[config.mk]
export PLATFORM = sky130hd
export DESIGN_NAME = divisor_multicanal
export DESIGN_NICKNAME = d
export VERILOG_FILES = /design/src/rtl/divisor_multicanal.sv
export SDC_FILE = /design/constraint.sdc
export NUM_CORES = 1
export LEC_CHECK = 0
export ABC_AREA = 0
export CAP_MARGIN = 40
export CELL_PAD_IN_SITES_DETAIL_PLACEMENT = 0
export CELL_PAD_IN_SITES_GLOBAL_PLACEMENT = 1
export CORE_MARGIN = 1
export CORE_UTILIZATION = 47
export DETAILED_ROUTE_END_ITERATION = 7
export GPL_ROUTABILITY_DRIVEN = 1
export PLACE_DENSITY_LB_ADDON = 0.25
export SLEW_MARGIN = 20
export SYNTH_ARGS = -nofsm -noshare
export SYNTH_HDL_FRONTEND = slang
export SYNTH_SLANG_ARGS = --single-unit
[constraint.sdc]
create_clock -name Clock -period 7.1 [get_ports Clock]
set_input_delay 1.42 -clock Clock [delete_from_list [all_inputs] [get_ports Clock]]
set_output_delay 1.42 -clock Clock [all_outputs]
set_load 0.01 [all_outputs]
[src/rtl/divisor_multicanal.sv]
// Multi-channel programmable clock divider with per-channel LED pattern
// generator (toggle, pulse, PWM, off) and period tick outputs.
module divisor_multicanal #(
  parameter int CHANNELS       = 4,
  parameter int CNT_W          = 26,
  parameter int DEFAULT_PERIOD = 50000000,
  localparam int CH_W = (CHANNELS > 1) ? $clog2(CHANNELS) : 1
) (
  input  logic                Clock,
  input  logic                Reset,
  input  logic [CHANNELS-1:0] Enable,
  input  logic                Cfg_we,
  input  logic [CH_W-1:0]     Cfg_ch,
  input  logic [1:0]          Cfg_mode,
  input  logic [CNT_W-1:0]    Cfg_period,
  input  logic [CNT_W-1:0]    Cfg_duty,
  output logic [CHANNELS-1:0] Led,
  output logic [CHANNELS-1:0] Tick
);

  localparam logic [1:0] M_TOG   = 2'b00;
  localparam logic [1:0] M_PULSE = 2'b01;
  localparam logic [1:0] M_PWM   = 2'b10;
  localparam logic [1:0] M_OFF   = 2'b11;

  localparam logic [CNT_W-1:0] DEF_P = CNT_W'(DEFAULT_PERIOD);
  localparam logic [CNT_W-1:0] DEF_D = CNT_W'(DEFAULT_PERIOD / 2);

  for (genvar i = 0; i < CHANNELS; i++) begin : g_ch
    logic [CNT_W-1:0] cnt;
    logic [CNT_W-1:0] period;
    logic [CNT_W-1:0] duty;
    logic [1:0]       mode;
    logic             led;
    logic             tick;
    logic [CNT_W-1:0] last;
    logic [CNT_W-1:0] nxt;
    logic             term;
    logic             hit;

    // period 0 collapses onto period 1, so last never underflows
    always_comb begin
      last = (period == '0) ? '0 : period - CNT_W'(1);
      term = Enable[i] && (cnt == last);
      nxt  = term ? '0 : cnt + CNT_W'(1);
      hit  = Cfg_we && (Cfg_ch == CH_W'(i));
    end

    always_ff @(posedge Clock) begin
      if (Reset) begin
        cnt    <= '0;
        period <= DEF_P;
        duty   <= DEF_D;
        mode   <= M_TOG;
        led    <= 1'b0;
        tick   <= 1'b0;
      end else if (hit) begin
        cnt    <= '0;
        period <= Cfg_period;
        duty   <= Cfg_duty;
        mode   <= Cfg_mode;
        led    <= 1'b0;
        tick   <= 1'b0;
      end else if (Enable[i]) begin
        cnt  <= nxt;
        tick <= term;
        unique case (mode)
          M_TOG:   led <= led ^ term;
          M_PULSE: led <= term;
          M_PWM:   led <= (nxt < duty);
          M_OFF:   led <= 1'b0;
        endcase
      end else begin
        tick <= 1'b0;
      end
    end

    assign Led[i]  = led;
    assign Tick[i] = tick;
  end

endmodule
==> reports/qor.txt <==
Post-synth EDFFs -> 0
Minimum clock period -> 6050 ps
Yosys top cell by area -> dfxtp_1
Top cells by area, synth -> dfxtp_1 (29%), nand2_1 (7.9%), ha_1 (5.9%), a21oi_1 (5.3%), nor2_1 (4.4%)
Sequential fraction of the synthesis area -> 28.5%
Io pins -> 71
WP data arrival -> 6530 ps
TritonCTS clock tree -> done
Worst Hold Path EP -> g_ch[1].duty[1]$_SDFFE_PP0P_
R2r startpoint -> g_ch[0].period[12]$_SDFFE_PP1P_
Share of cells above drive strength 1 -> 5.12%
Cts hold-fix bufs -> 0
Most frequent cell after synthesis -> nand2_1
Max-Slew Margin vs Limit -> 44.2%
Grt total ovfl -> 0
Final Max Slew Viols -> 0
CP bufs+invs -> 1
Nets -> 3,187
Clock Path Buffers -> 3
Yosys warns -> 0
Clock Sinks -> 328
Worst min path class -> register to register
1st-iter DRT viols -> 2,303
Wire per inst -> 20.7 um
Hold WS -> 454 ps
CP Capture Type -> register
CP top delay family -> simple AND/OR/NAND/NOR gates
Crit path from -> g_ch[0].period[12]$_SDFFE_PP1P_
Layout area overhead -> 9.04%
Worst-path fanout max -> 23
ANT cells -> 0
Drt drc -> 0
GPL Wtd Cong -> 0.919
Worst reg-to-reg setup slack -> 1050 ps
Most common cell on crit path -> a21o_1
DRT Pass-1 Iters -> 6
Hold Path Origin -> g_ch[1].duty[1]$_SDFFE_PP0P_
Num rows -> 80
Share of the synthesized area in the top cell type -> 28.5%
Synth Cell Area -> 0.0230 sq mm
Net count after synthesis -> 3,297
Number of global-route vias before repair -> 19,958
Pwr Density -> 184 mW/mm^2
Die Width -> 223 um
Remaining antenna violation count -> 0
CTS H-tree depth -> 2
Setup violators final -> 0
CTS Buf Count -> 39
Total Neg Setup Slack -> 0 ps
DR vias -> 22,156
Worst slew pin tran -> 834 ps
Initial core utilization -> 47.9%
Hold Crit Depth -> 2
Mapped Avg Cell Area -> 7.36 sq um
Post_cts resized -> 0
Post-CTS setup buffer count -> 0
Core ar. -> 0.0480 sq mm
P_leak -> 9.65 nW
Cells along the critical path -> or4_4 -> or3_1 -> nor3_2 -> or3_1 -> o311ai_1 -> a2111oi_0 -> nand4_1 -> or4_1 -> buf_4 -> o21a_1 -> ha_1 -> a21o_1 -> a21o_1 -> a21o_1 -> a21o_1 -> a21o_1 -> a21oi_1 -> o221ai_1 -> o311a_1 -> a211oi_2
CTS Root Cell -> clkbuf_16
Die area -> 0.0499 sq mm
Flops & latches, synth -> 328
Reg2reg path depth -> 20
GR Util All Layers -> 29.9%
WP depth -> 20
Latest clock arrival within the worst-skew pair -> 570 ps
Height of the die -> 223 um
Fmax -> 0.165 GHz
Synth cell types -> 93
Peak supply drop -> 0.157 mV
Vias per cell -> 6.05
Required @ worst endpoint -> 7580 ps
Clock skew -> 19.9 ps
Crit-path max cell delay -> 760 ps
Reg2reg end -> g_ch[0].led$_SDFFE_PP0P_
Total power -> 4.62 mW
Final Hold Viols -> 0
Setup Crit Path Kind -> register to register
Final worst-path cycle share -> 85.2%
Status -> complete, no violations
First-pass GRT wire length -> 116 mm
Most common flop cell mapped by yosys -> dfxtp_1
PortBufs -> 70
DP HPWL -> 55.7 mm
Crit-path slowest cell -> nor3_2
Async S/R FF share, synth -> 0%
Crit path launch type -> register
RSZ-0062 raised after global routing -> no
Initial antenna violation count -> 0
Clock transition at path regs -> 60 ps
Post-detailed-routing wire length -> 75.8 mm
Max-Cap Viols -> 0
Post-synthesis cell count -> 3,126
Largest net degree at the start of global routing -> 96
Commonest cells post-synth -> nand2_1 (484), dfxtp_1 (328), nor2_1 (269)
sequential cells by signal, indices dropped and copies added (netlist names):
name,flops
g_ch.duty,104
g_ch.cnt,104
g_ch.tick,4
g_ch.period,104
g_ch.mode,8
g_ch.led,4
metrics by stage:
step	util (%)	setup WS [ps]	cell area [sq um]	std cells
2_1_floorplan	-	1590	23000	3126
3_3_place_gp	49.3	1030	23700	3585
3_5_place_dp	49.4	943	23700	3588
4_1_cts	52.2	1090	25100	3659
5_1_grt	52.2	594	25100	3661
6_report	52.2	1050	25100	3661
cell usage in the layout, fill, tap and decap left out, types with 28 or more instances in the layout:
master             n
a211o_1           45
a21o_1            69
a21oi_1          243
and3_1            40
buf_4             28
clkbuf_16         41
clkdlybuf4s50_1   69
dfxtp_1          328
ha_1             108
inv_1            143
nand2_1          484
nand2b_1          59
nand3_1           92
nand3b_1          92
nand4_1           49
nor2_1           268
nor2b_1           28
nor3_1            74
nor4_1            59
o21ai_0           86
or3_1             48
or4_1             28
xnor2_1          106
xor2_1            76
cells by family (layout without fill, tap and decap cells):
group / count (synthesis) / count (layout) / share of synthesized area, %
multiplexers: 17 / 17 / 0.750
buffers and inverters: 396 / 316 / 6.83
AO/OA/AOI/OAI: 646 / 646 / 18.3
flip-flops: 328 / 328 / 28.5
XOR/XNOR: 190 / 190 / 7.71
adder cells (fa/ha/maj): 108 / 108 / 5.87
AND/OR/NAND/NOR: 1441 / 1441 / 32.0
per-layer routing:
metal / global-route usage [%] / share of wire, % / up-vias
met5: 0 / 0 / -
met4: 14.0 / 4.8 / 0
met3: 3.79 / 6.4 / 143
met2: 44.4 / 42 / 830
met1: 42.7 / 47 / 10438
li1: - / - / 10745
layout make-up:
class                           count  area, sq um
Fill cell                        4703        23000
Multi-Input combinational cell   2402        14900
Sequential cell                   328         6570
Clock buffer                       51         1120
Timing Repair Buffer              102          978
Tap cell                          615          769
Inverter                          143          537
Clock inverter                     20          220
how the worst max path moves through the flow:
stage                               end
6_report       g_ch[0].led$_SDFFE_PP0P_
5_1_grt        g_ch[0].led$_SDFFE_PP0P_
4_1_cts        g_ch[0].led$_SDFFE_PP0P_
3_5_place_dp   g_ch[0].led$_SDFFE_PP0P_
3_3_place_gp   g_ch[0].led$_SDFFE_PP0P_
2_1_floorplan  g_ch[0].led$_SDFFE_PP0P_
worst min-delay path: cells and delay by family (launching register included):
family | cells | cell delay, ps
simple gates | 1 | 50
flops | 1 | 310
compound gates | 1 | 50
power breakdown:
part	internal, mW	total (mW)	leakage [nW]	switching (mW)
logic	0.198	0.521	6.33	0.323
registers	1.90	1.97	2.67	0.0701
clock network	1.27	2.13	0.654	0.866
(Power assumes the default switching activity.)
